`config.mk`:
```
export PLATFORM = sky130hd
export DESIGN_NAME = game_input_conditioner
export DESIGN_NICKNAME = d
export VERILOG_FILES = /design/src/rtl/game_input_conditioner.sv
export SDC_FILE = /design/constraint.sdc
export NUM_CORES = 1
export LEC_CHECK = 0
export BUFFER_PORTS_ARGS = -buffer_cell sky130_fd_sc_hd__buf_4
export CAP_MARGIN = 20
export CORE_AREA = 2 2 116 118
export DETAILED_ROUTE_END_ITERATION = 10
export DIE_AREA = 0 0 118 120
export PLACE_DENSITY_LB_ADDON = 0.25
export SYNTH_ARGS = -nofsm -noshare
export SYNTH_HDL_FRONTEND = slang
export SYNTH_SLANG_ARGS = --single-unit
```
`constraint.sdc`:
```
create_clock -name clk -period 2.3 [get_ports clk]
set_input_delay 0.345 -clock clk [delete_from_list [all_inputs] [get_ports clk]]
set_output_delay 0.345 -clock clk [all_outputs]
set_load 0.01 [all_outputs]
```
`src/rtl/game_input_conditioner.sv`:
```
// Button conditioning for the game core: each button is synchronised and
// debounced into a clean level. The stage also produces one-clk press,
// release and auto-repeat pulses. A single shared prescaler supplies the
// tick time base, which keeps the per-button counters narrow.
module game_input_conditioner #(
  parameter int unsigned N_BTN              = 4,
  parameter int unsigned PRESCALE           = 10000,
  parameter int unsigned DEB_TICKS          = 5,
  parameter int unsigned REPEAT_DELAY_TICKS = 500,
  parameter int unsigned REPEAT_RATE_TICKS  = 100
) (
  input  logic             clk,
  input  logic             rst_n,
  input  logic             ena,
  input  logic [N_BTN-1:0] btn_raw,
  output logic [N_BTN-1:0] btn_level,
  output logic [N_BTN-1:0] btn_press,
  output logic [N_BTN-1:0] btn_release,
  output logic [N_BTN-1:0] btn_repeat
);

  localparam int unsigned PCNT_W   = (PRESCALE > 1) ? $clog2(PRESCALE) : 1;
  localparam int unsigned DCNT_W   = $clog2(DEB_TICKS + 1);
  localparam int unsigned RPT_MAX  = (REPEAT_DELAY_TICKS > REPEAT_RATE_TICKS) ?
                                     REPEAT_DELAY_TICKS : REPEAT_RATE_TICKS;
  localparam int unsigned RCNT_W   = $clog2(RPT_MAX + 1);

  localparam logic [PCNT_W-1:0] PCNT_LAST  = PCNT_W'(PRESCALE - 1);
  localparam logic [DCNT_W-1:0] DCNT_LAST  = DCNT_W'(DEB_TICKS - 1);
  localparam logic [RCNT_W-1:0] DELAY_LAST = RCNT_W'(REPEAT_DELAY_TICKS - 1);
  localparam logic [RCNT_W-1:0] RATE_LAST  = RCNT_W'(REPEAT_RATE_TICKS - 1);

  typedef enum logic [1:0] {
    RPT_IDLE  = 2'd0,
    RPT_DELAY = 2'd1,
    RPT_RUN   = 2'd2
  } rpt_state_e;

  logic [N_BTN-1:0]  sync_meta;
  logic [N_BTN-1:0]  sync_q;
  logic [PCNT_W-1:0] pcnt_q;
  logic              tick_c;

  logic [N_BTN-1:0]  lvl_q;
  logic [N_BTN-1:0]  lvl_d;
  logic [DCNT_W-1:0] dcnt_q [N_BTN];
  logic [DCNT_W-1:0] dcnt_d [N_BTN];
  logic [N_BTN-1:0]  rise_c;
  logic [N_BTN-1:0]  fall_c;

  rpt_state_e        state_q [N_BTN];
  rpt_state_e        state_d [N_BTN];
  logic [RCNT_W-1:0] rcnt_q  [N_BTN];
  logic [RCNT_W-1:0] rcnt_d  [N_BTN];
  logic [N_BTN-1:0]  fire_c;

  logic [N_BTN-1:0]  press_q;
  logic [N_BTN-1:0]  release_q;
  logic [N_BTN-1:0]  repeat_q;

  // Two-flop synchroniser; runs independent of ena.
  always_ff @(posedge clk or negedge rst_n) begin
    if (!rst_n) begin
      sync_meta <= '0;
      sync_q    <= '0;
    end else begin
      sync_meta <= btn_raw;
      sync_q    <= sync_meta;
    end
  end

  // Shared prescaler; frozen while ena is low.
  always_ff @(posedge clk or negedge rst_n) begin
    if (!rst_n) begin
      pcnt_q <= '0;
    end else if (ena) begin
      pcnt_q <= (pcnt_q == PCNT_LAST) ? '0 : pcnt_q + PCNT_W'(1);
    end
  end

  assign tick_c = ena && (pcnt_q == PCNT_LAST);

  // Debounce next-state: a differing input must persist DEB_TICKS ticks to flip the level.
  always_comb begin
    lvl_d  = lvl_q;
    dcnt_d = dcnt_q;
    rise_c = '0;
    fall_c = '0;
    for (int i = 0; i < int'(N_BTN); i++) begin
      if (ena) begin
        if (sync_q[i] == lvl_q[i]) begin
          dcnt_d[i] = '0;
        end else if (tick_c) begin
          if (dcnt_q[i] == DCNT_LAST) begin
            lvl_d[i]  = ~lvl_q[i];
            dcnt_d[i] = '0;
            rise_c[i] = ~lvl_q[i];
            fall_c[i] = lvl_q[i];
          end else begin
            dcnt_d[i] = dcnt_q[i] + DCNT_W'(1);
          end
        end
      end
    end
  end

  // Debounce state registers.
  always_ff @(posedge clk or negedge rst_n) begin
    if (!rst_n) begin
      lvl_q <= '0;
      for (int i = 0; i < int'(N_BTN); i++) begin
        dcnt_q[i] <= '0;
      end
    end else begin
      lvl_q <= lvl_d;
      for (int i = 0; i < int'(N_BTN); i++) begin
        dcnt_q[i] <= dcnt_d[i];
      end
    end
  end

  // Repeat FSM next-state; a falling level overrides everything, so release beats a due repeat.
  always_comb begin
    state_d = state_q;
    rcnt_d  = rcnt_q;
    fire_c  = '0;
    for (int i = 0; i < int'(N_BTN); i++) begin
      if (fall_c[i]) begin
        state_d[i] = RPT_IDLE;
        rcnt_d[i]  = '0;
      end else begin
        case (state_q[i])
          RPT_IDLE: begin
            if (rise_c[i]) begin
              state_d[i] = RPT_DELAY;
              rcnt_d[i]  = '0;
            end
          end
          RPT_DELAY: begin
            if (tick_c) begin
              if (rcnt_q[i] == DELAY_LAST) begin
                fire_c[i]  = 1'b1;
                state_d[i] = RPT_RUN;
                rcnt_d[i]  = '0;
              end else begin
                rcnt_d[i] = rcnt_q[i] + RCNT_W'(1);
              end
            end
          end
          RPT_RUN: begin
            if (tick_c) begin
              if (rcnt_q[i] == RATE_LAST) begin
                fire_c[i] = 1'b1;
                rcnt_d[i] = '0;
              end else begin
                rcnt_d[i] = rcnt_q[i] + RCNT_W'(1);
              end
            end
          end
          default: begin
            state_d[i] = RPT_IDLE;
            rcnt_d[i]  = '0;
          end
        endcase
      end
    end
  end

  // Repeat FSM state registers.
  always_ff @(posedge clk or negedge rst_n) begin
    if (!rst_n) begin
      for (int i = 0; i < int'(N_BTN); i++) begin
        state_q[i] <= RPT_IDLE;
        rcnt_q[i]  <= '0;
      end
    end else begin
      for (int i = 0; i < int'(N_BTN); i++) begin
        state_q[i] <= state_d[i];
        rcnt_q[i]  <= rcnt_d[i];
      end
    end
  end

  // Pulse registers, updated on the same edge as the level.
  always_ff @(posedge clk or negedge rst_n) begin
    if (!rst_n) begin
      press_q   <= '0;
      release_q <= '0;
      repeat_q  <= '0;
    end else begin
      press_q   <= rise_c;
      release_q <= fall_c;
      repeat_q  <= fire_c;
    end
  end

  // Pulses vanish as soon as ena drops; a pulse landing in an ena-low cycle is lost.
  assign btn_level   = lvl_q;
  assign btn_press   = press_q   & {N_BTN{ena}};
  assign btn_release = release_q & {N_BTN{ena}};
  assign btn_repeat  = repeat_q  & {N_BTN{ena}};

endmodule

```
==> impl_metrics.csv, run 1 <==
group,metric,value,unit
clock_tree,cts_made_buffers,9,
timing,relSlewSlack,64.43,%
yosys,synth_top_area_share,46.43,%
clock_tree,cts_buffer_depth,2,
finish,final_nets,601,
worst_setup_path,critPathMaxFanout,8,
power,powerDensity,620.7,nW/um^2
place,placed_cells,722,
detailed_routing,first_pass_iters,4,
worst_setup_path,r2r_end,"rcnt_q[13]",
job,maxCapViolCount,0,
place,hpwl,7209,um
die,dieArea,14160,um^2
worst_setup_path,rr_startpoint,"pcnt_q[4]",
finish,diodes,0,
die,fp.dieW,118,um
yosys,syn_area_per_cell,9.992,um^2
detailed_routing,num_vias,3878,
worst_setup_path,crit_type,"reg -> reg",
worst_setup_path,end_kind,"register",
run_status,outcome,"completed",
die,coreArea,12980,um^2
yosys,synth.distinct_cells,57,
worst_setup_path,worstPathRequired,2.58,ns
yosys,syn_nets,543,
finish,syn_to_final_growth,20.42,%
detailed_routing,post_drt_wl_per_cell,13.62,um
clock_tree,cts_tree,"yes",
worst_setup_path,start_kind,"register",
yosys,synthCells,507,
detailed_routing,vias_per_cell,5.205,
worst_setup_path,setup.worst_path.start,"pcnt_q[4]",
global_route,first_global_vias,3815,
global_route,antenna_found_initial,0,
finish,layout_common_cells,"94 x dfrtp_1, 51 x buf_4, 49 x nand2_1",
clock_tree,clk_pin_slew_worst_paths,0.06,ns
detailed_routing,wl,10150,um
place,place.gp.congestion,0.8074,
timing,fin_skew,0.007061,ns
timing,slew_violations,0,
hold_path,min-delay-start,"btn_raw[3]",
yosys,synth_warnings,0,
detailed_routing,drc,0,
timing,fin_crit,2.192,ns
finish,stdcell_count,745,
yosys,yosysSeqAreaShare,46.43,%
global_route,track_usage,15.16,%
yosys,ys.flop_type,"dfrtp_1",
timing,min_period_over_period,95.32,%
timing,setup_viol,0,
worst_setup_path,arrival,2.47,ns
finish,drive_gt1_share,17.57,%
yosys,ys_ff_latch,94,
yosys,synthArstFlopShare,100.0,%
hold_path,holdPathEnd,"sync_meta[3]",
global_route,grt_pass1_wl,17410,um
timing,max_freq,0.4561,GHz
yosys,synth_edf_count,0,
detailed_routing,drt_iter0_markers,232,
clock_tree,clock_sinks,94,
hold_path,whs_path_depth,1,
global_route,overflow,0,
yosys,netlist_area,5066,um^2
finish,final_cell_area,6101,um^2
worst_setup_path,reg2regPathDepth,7,
power,p_leak,2.714,nW
detailed_routing,ant_nets,0,
power,ir_worst_vdd,0.3470,mV
yosys,yosysTopAreaCell,"dfrtp_1",
finish,layout_commonest_cell,"dfrtp_1",
clock_tree,worstSkewPairLatency,0.35,ns
clock_tree,cts.htree.levels,3,
hold_path,hp-class,"in -> reg",
die,ios,23,
place,pre_cts_ws,0.001438,ns
worst_setup_path,reg2reg_slack,0.11,ns
die,rows,42,
timing,hold_violations,0,
place,dpl_cell_area,5615,um^2
place,portBuffers,22,
timing,setup_slack,0.1077,ns
global_route,grt_max_degree,39,
timing,tightest_slew,0.5298,ns
die,die_h,120,um
die,start_util,39.03,%
yosys,synth.area.top_cells,"dfrtp_1 46%, ha_1 7.2%, o21ai_0 4.3%",
clock_tree,root_buffer,"clkbuf_16",
## sequential cells by signal, summed over array words and instances, names as in the netlist
signal	count
sync_q	4
dcnt_q	12
repeat_q	4
rcnt_q	36
pcnt_q	14
state_q	8
sync_meta	4
press_q	4
release_q	4
btn_level	4
## cell usage after synthesis (2+ instances only)
cell type and instances:
clkbuf_1 4, buf_2 2, o211ai_1 3, nor3_2 2, nor2b_1 9, a211oi_2 2, ha_1 29, o21ai_0 44
nand3_1 17, xnor2_1 12, or3_1 2, a21oi_1 6, nor2_1 47, mux2_2 4, and3_1 14, and4_1 4
inv_1 23, o2111ai_1 2, or4_1 2, nand2_1 49, and2_1 15, o41ai_1 2, nor3_1 15, o31ai_1 5
nand2b_1 4, nor4_1 8, a22o_1 23, and4b_1 2, xor2_1 12, o31ai_2 2, nor3b_1 3, o21a_1 5
or2_2 4, a21o_1 2, a221o_1 3, dfrtp_1 94, mux2i_1 7, nand4_1 4, nor2_4 2
## report_power, final
part	switching, mW	total (mW)	internal (mW)
registers	0.0563	1.77	1.72
logic	0.141	0.272	0.131
clock network	0.598	1.74	1.14
## repair_timing
item | 4_1_cts | 5_1_grt
gates resized for setup | 1 | 14
setup endpoints to repair | 1 | 32
endpoints found under the hold margin | 36 | 0
pin swaps | 0 | 6
buffers inserted | 0 | 6
hold buffers | 1 | 0
gates cloned | 0 | 1
## kinds of logic (layout without fill, tap and decap cells)
logic type	Yosys count	after routing	synth area share (%)
compound gates	108	108	15.49
flops	94	94	46.43
simple gates	210	211	22.08
buf+inv	31	92	2.420
mux	11	11	2.272
xor+xnor	24	24	4.149
fa+ha+maj	29	29	7.162
## through the flow
step | util, % | total power, mW | TNS [ns] | hold WS, ns
finish | 47.00 | 3.787 | 0 | 0.1023
global route | 47.00 | 3.936 | -0.01569 | 0.08947
CTS | 46.14 | 3.819 | 0 | 0.08357
detailed placement | 43.26 | 2.045 | 0 | 0.3358
global placement | 43.26 | 2.035 | 0 | 0.3336
floorplan | - | 1.920 | 0 | 0.04941
## metal layers
layer	GRT usage, %	share of wire (%)	up-vias
li1	-	-	1928
met1	19.30	48	1880
met2	25.00	47	56
met3	3.802	2.9	14
met4	5.648	1.7	0
met5	0	0	-
## how the worst max path moves through the flow
| stage | end | cells past startpoint |
|---|---|---|
| floorplan | state_q[2] | 9 |
| global placement | rcnt_q[33] | 8 |
| detailed placement | rcnt_q[35] | 8 |
| CTS | rcnt_q[13] | 7 |
| global route | state_q[2] | 9 |
| finish | rcnt_q[13] | 7 |
## area by class of cell
cell class | instances | area (um^2)
inverters | 23 | 86.33
well taps | 176 | 220.2
clock buffers | 12 | 266.5
fillers | 1226 | 6879
multi-input cells | 383 | 2661
flip-flops and latches | 94 | 2352
repair buffers | 54 | 424.2
clock inverters | 3 | 90.09
## worst max-delay path: stages, from the launching register on
cell	delay [ns]
dfrtp_1	0.41
nor4b_4	0.27
buf_4	0.18
nand4_4	0.17
o31a_1	0.41
or2_4	0.31
nor2_4	0.20
a22o_1	0.18
Note: power is estimated with default switching activity, not from simulation.
==> run 2, diff against run 1 <==
- CORE_AREA: 2 2 116 118 -> 2 2 94 96
- DIE_AREA: 0 0 118 120 -> 0 0 96 98
==> run 2 against run 1 <==
Effect of this change: critical path depth is the same; power shrank 17%; utilization increased by 22 points; cell count down 9.7%; worst hold slack worse by 0.021 ns; first-iteration DRC count shrank 13%; routed wire length rose by 0.75%; die area down 34%; design area shrank 3.9%; clock skew about the same; sequential share of layout area increased by 1.5 points; clock power shrank 38%; critical endpoint is now rcnt_q[7]; largest cell class unchanged.
==> impl_metrics.csv, run 2 (same netlist as run 1, synthesis figures left out) <==
group,metric,value,unit
timing,relSlewSlack,65.06,%
hold_path,whs_path_depth,1,
global_route,grt_max_degree,51,
die,start_util,59.84,%
die,dieArea,9408,um^2
finish,layout_common_cells,"94 x dfrtp_1, 48 x nand2_1, 45 x nor2_1",
detailed_routing,wl,10220,um
timing,tightest_slew,0.5204,ns
run_status,outcome,"completed",
finish,syn_to_final_growth,15.78,%
detailed_routing,vias_per_cell,5.798,
clock_tree,clock_sinks,94,
global_route,first_global_vias,3758,
worst_setup_path,worst-path-buf-inv,1,
worst_setup_path,crit_cells,7,
clock_tree,cts_tree,"yes",
clock_tree,clk_pin_slew_worst_paths,0.09,ns
timing,min_period_over_period,97.09,%
detailed_routing,num_vias,3902,
die,rows,34,
worst_setup_path,end_kind,"register",
worst_setup_path,cpLargestDelayFamily,"simple AND/OR/NAND/NOR gates",
worst_setup_path,reg2regPathDepth,7,
clock_tree,cts_made_buffers,9,
timing,max_freq,0.4478,GHz
die,coreArea,8466,um^2
power,ir_worst_vdd,0.4212,mV
worst_setup_path,start_kind,"register",
detailed_routing,post_drt_wl_per_cell,15.19,um
timing,hold_violations,0,
global_route,track_usage,22.90,%
place,place.gp.congestion,0.8643,
timing,fin_crit,2.233,ns
finish,diodes,0,
clock_tree,cts.htree.levels,3,
power,powerDensity,533.7,nW/um^2
timing,setup_viol,0,
timing,hold_ws,0.08102,ns
detailed_routing,drt_iter0_markers,203,
finish,layout_top_registers,"rcnt_q x36, pcnt_q x14, dcnt_q x12",
job,maxCapViolCount,0,
detailed_routing,first_pass_iters,5,
place,portBuffers,22,
clock_tree,cts_buffer_depth,2,
worst_setup_path,crit_type,"reg -> reg",
worst_setup_path,cpPeakStageDelay,0.42,ns
timing,slew_violations,0,
global_route,overflow,0,
clock_tree,worstSkewPairLatency,0.36,ns
finish,seqCellArea,2352,um^2
finish,layout_commonest_cell,"dfrtp_1",
detailed_routing,drc,0,
detailed_routing,ant_nets,0,
hold_path,hp-class,"in -> reg",
timing,rsz0062_at_grt,"true",
timing,fin_skew,0.006974,ns
finish,multi_input_area,2685,um^2
die,die_h,98,um
die,ios,23,
clock_tree,root_buffer,"clkbuf_8",
global_route,grt_pass1_wl,17020,um
worst_setup_path,critPathMaxFanout,7,
worst_setup_path,reg2reg_slack,0.07,ns
finish,top_register,"rcnt_q",
worst_setup_path,worstPathRequired,2.60,ns
finish,utilization,69.29,%
power,p_leak,2.616,nW
place,hpwl,7101,um
global_route,antenna_found_initial,0,
power,p_total,3.131,mW
finish,drive_gt1_share,18.05,%
finish,fillers,654,
die,fp.dieW,96,um
worst_setup_path,path_cells,"nor4b_4, nand4_4, buf_6, nor2_2, o2111ai_2, or3_1, a21oi_2",
worst_setup_path,cpMaxStageDelayCell,"dfrtp_1",
worst_setup_path,arrival,2.53,ns
finish,largest_reg_flops,36,
finish,final_nets,597,
run 2: cell count changes in the layout (fill, tap and decap cells not counted), sizes merged:
cell      change
clkbuf        -1
clkinvlp      +1
clkinv        +2
buf           -4
bufinv        -2
run 2: worst register-to-register path, delay by kind of cell (launching register included):
kind            cells  cell delay [ns]
simple gates        4             1.20
flops               1             0.42
compound gates      2             0.32
buf+inv             1             0.22
run 2: what timing repair did:
action                                  CTS  global route
buffers inserted                          2             3
gates resized for setup                   2            23
hold endpoints to repair                  8             0
cloned                                    0             1
endpoints found under the setup margin    8            36
pin swaps                                 1             8
hold buffers                              1             0
run 2: path summary, 6_finish.rpt:
check	endpoint	start
setup reg to reg	rcnt_q[7]	pcnt_q[4]
hold reg to reg	sync_q[0]	sync_meta[0]
setup / recovery	rcnt_q[7]	pcnt_q[4]
max in group asynchronous	pcnt_q[5]	rst_n
hold / removal	sync_meta[2]	btn_raw[2]
min in group asynchronous	rcnt_q[25]	rst_n
run 2: layout make-up:
type	count	area share, %
Tap cell	108	2.304
Clock buffer	11	2.410
Inverter	23	1.472
Multi-Input combinational cell	383	45.78
Clock inverter	4	0.8106
Timing Repair Buffer	50	7.125
Sequential cell	94	40.10
run 2: through the flow:
stage	TNS [ns]	setup slack (ns)	cell area [um^2]	std cells
finish	0	0.06695	5866	673
global route	-0.07881	-0.02655	5866	673
CTS	-0.001186	-0.001186	5743	669
detailed placement	-0.1150	-0.03266	5520	651
global placement	0	0.04932	5520	651
floorplan	0	0.2215	5066	507
run 2: power by group:
part	leakage (nW)	switching (mW)	internal, mW
combinational	1.24	0.139	0.131
clock	0.0952	0.561	0.523
sequential	1.28	0.0633	1.71
total	2.62	0.763	2.37
run 2: per-layer routing:
layer / vias to the layer above / wire length [um] / global-route usage, %
met5: - / 0 / 0
met4: 0 / 152 / 8.242
li1: 1918 / - / -
met1: 1882 / 4485 / 30.11
met2: 89 / 5172 / 37.55
met3: 13 / 411 / 4.398
==> run 3, diff against run 2 <==
- CORE_AREA: 2 2 94 96 -> 2 2 103 105
- DIE_AREA: 0 0 96 98 -> 0 0 105 107
==> run 3 against run 2 <==
Effect of this change: combinational power fell by 5%; clock skew increased by 0.0091 ns; largest cell class unchanged; flip-flop and latch count unchanged; sequential share of layout area shrank 0.11 points; first-iteration DRC count fell by 26%; the flow now finishes with violations (negative hold slack); utilization fell by 11 points; clock power is 8% higher; critical path depth is the same.
==> impl_metrics.csv, run 3 (same netlist as run 1, synthesis figures left out) <==
group,metric,value,unit
run_status,outcome,"finished, violations left",
run_status,violations,"negative hold slack",
power,p_leak,2.627,nW
worst_setup_path,start_kind,"register",
worst_setup_path,rr_startpoint,"pcnt_q[7]",
clock_tree,cts_tree,"yes",
timing,fin_skew,0.01609,ns
finish,multi_input_area,2699,um^2
die,start_util,50.20,%
worst_setup_path,crit_type,"reg -> reg",
timing,max_freq,0.4452,GHz
global_route,overflow,0,
detailed_routing,ant_nets,0,
worst_setup_path,end_kind,"register",
global_route,antenna_found_initial,0,
worst_setup_path,reg2reg_slack,0.05,ns
clock_tree,cts_buffer_depth,2,
timing,relSlewSlack,61.79,%
timing,min_period_over_period,97.66,%
worst_setup_path,reg2regPathDepth,7,
die,ios,23,
clock_tree,root_buffer,"clkbuf_8",
place,hpwl,6821,um
finish,layout_common_cells,"94 x dfrtp_1, 48 x nand2_1, 46 x nor2_1",
detailed_routing,highest_layer,"met4",
worst_setup_path,worstPathRequired,2.56,ns
global_route,grt_max_degree,95,
detailed_routing,wirelength_met1,4601,um
die,die_h,107,um
finish,layout_commonest_cell,"dfrtp_1",
worst_setup_path,arrival,2.51,ns
timing,rsz0062_at_grt,"true",
finish,final_cell_area,5882,um^2
detailed_routing,dr_wl_met3,326,um
finish,layout_top_registers,"rcnt_q x36, pcnt_q x14, dcnt_q x12",
place,portBuffers,22,
global_route,grt_pass1_wl,16770,um
timing,setup_viol,0,
clock_tree,worstSkewPairLatency,0.37,ns
place,placed_cells,678,
worst_setup_path,r2r_end,"rcnt_q[9]",
detailed_routing,wl,9912,um
finish,stdcell_count,698,
place,dpl_cell_area,5535,um^2
detailed_routing,drc,0,
finish,diodes,0,
global_route,first_global_vias,3689,
clock_tree,cts.htree.levels,3,
place,place.gp.congestion,0.8653,
die,dieArea,11240,um^2
detailed_routing,met2WireLength,4813,um
finish,seqCellArea,2352,um^2
detailed_routing,first_pass_iters,4,
finish,fillers,883,
hold_path,hp-class,"in -> async",
job,maxCapViolCount,0,
timing,fin_crit,2.246,ns
place,pre_cts_ws,-0.05181,ns
die,rows,37,
worst_setup_path,critPathMaxFanout,8,
power,powerDensity,543.7,nW/um^2
timing,hold_ws,-0.01510,ns
die,coreArea,10090,um^2
global_route,track_usage,18.51,%
timing,tns,0,ns
die,fp.dieW,105,um
finish,top_register,"rcnt_q",
clock_tree,clk_pin_slew_worst_paths,0.10,ns
detailed_routing,post_drt_wl_per_cell,14.20,um
finish,syn_to_final_growth,16.10,%
timing,tightest_slew,0.5697,ns
timing,slew_violations,0,
finish,drive_gt1_share,17.62,%
clock_tree,hold_buffers,0,
timing,setup_slack,0.05376,ns
clock_tree,cts_made_buffers,9,
detailed_routing,num_vias,3882,
timing,hold_violations,4,
detailed_routing,vias_per_cell,5.562,
power,ir_worst_vdd,0.3989,mV
finish,largest_reg_flops,36,
finish,final_nets,593,
detailed_routing,drt_iter0_markers,150,
clock_tree,clock_sinks,94,
## run 3: worst max-delay path, stage by stage (launching register included)
cell and delay, ns:
dfrtp_1 0.44, nor3_4 0.35, buf_4 0.18, and4_4 0.26, nand2_4 0.09, o311ai_4 0.42, nor2_4 0.11, mux2_2 0.28
## run 3: layout make-up
cell class,instances,share of cell area (%)
Clock buffer,11,2.574
Inverter,23,1.468
Sequential cell,94,39.99
Timing Repair Buffer,45,6.084
Multi-Input combinational cell,384,45.88
Clock inverter,5,1.106
Tap cell,136,2.893
## run 3: timing repair
| action | CTS | global route |
|---|---|---|
| setup buffers | 0 | 2 |
| pin swaps | 0 | 3 |
| cloned | 0 | 2 |
| setup endpoints to repair | 16 | 32 |
| resized for setup | 2 | 20 |
## run 3: worst max-delay path by stage
stage	start	to	slack [ns]	cells past startpoint
CTS	pcnt_q[1]	rcnt_q[27]	0.002	7
global route	pcnt_q[4]	rcnt_q[9]	-0.03	7
detailed placement	pcnt_q[1]	rcnt_q[21]	-0.05	8
floorplan	pcnt_q[0]	state_q[2]	0.22	9
finish	pcnt_q[7]	rcnt_q[9]	0.05	7
global placement	pcnt_q[1]	rcnt_q[23]	0.04	8
## run 3: layer usage
layer	up-vias	global-route usage, %
met2	62	30.75
li1	1915	-
met1	1888	23.87
met3	17	4.498
met4	0	6.095
met5	-	0
## run 3: stage by stage
stage	total power, mW	util [%]
floorplan	1.920	-
global placement	2.037	54.85
detailed placement	2.047	54.85
CTS	3.232	57.10
global route	3.363	58.28
finish	3.198	58.28
## run 3: report_power, final
part           switching (mW)  internal, mW  total, mW
clock network           0.599         0.574       1.17
registers              0.0560          1.71       1.77
logic                   0.136         0.120      0.256
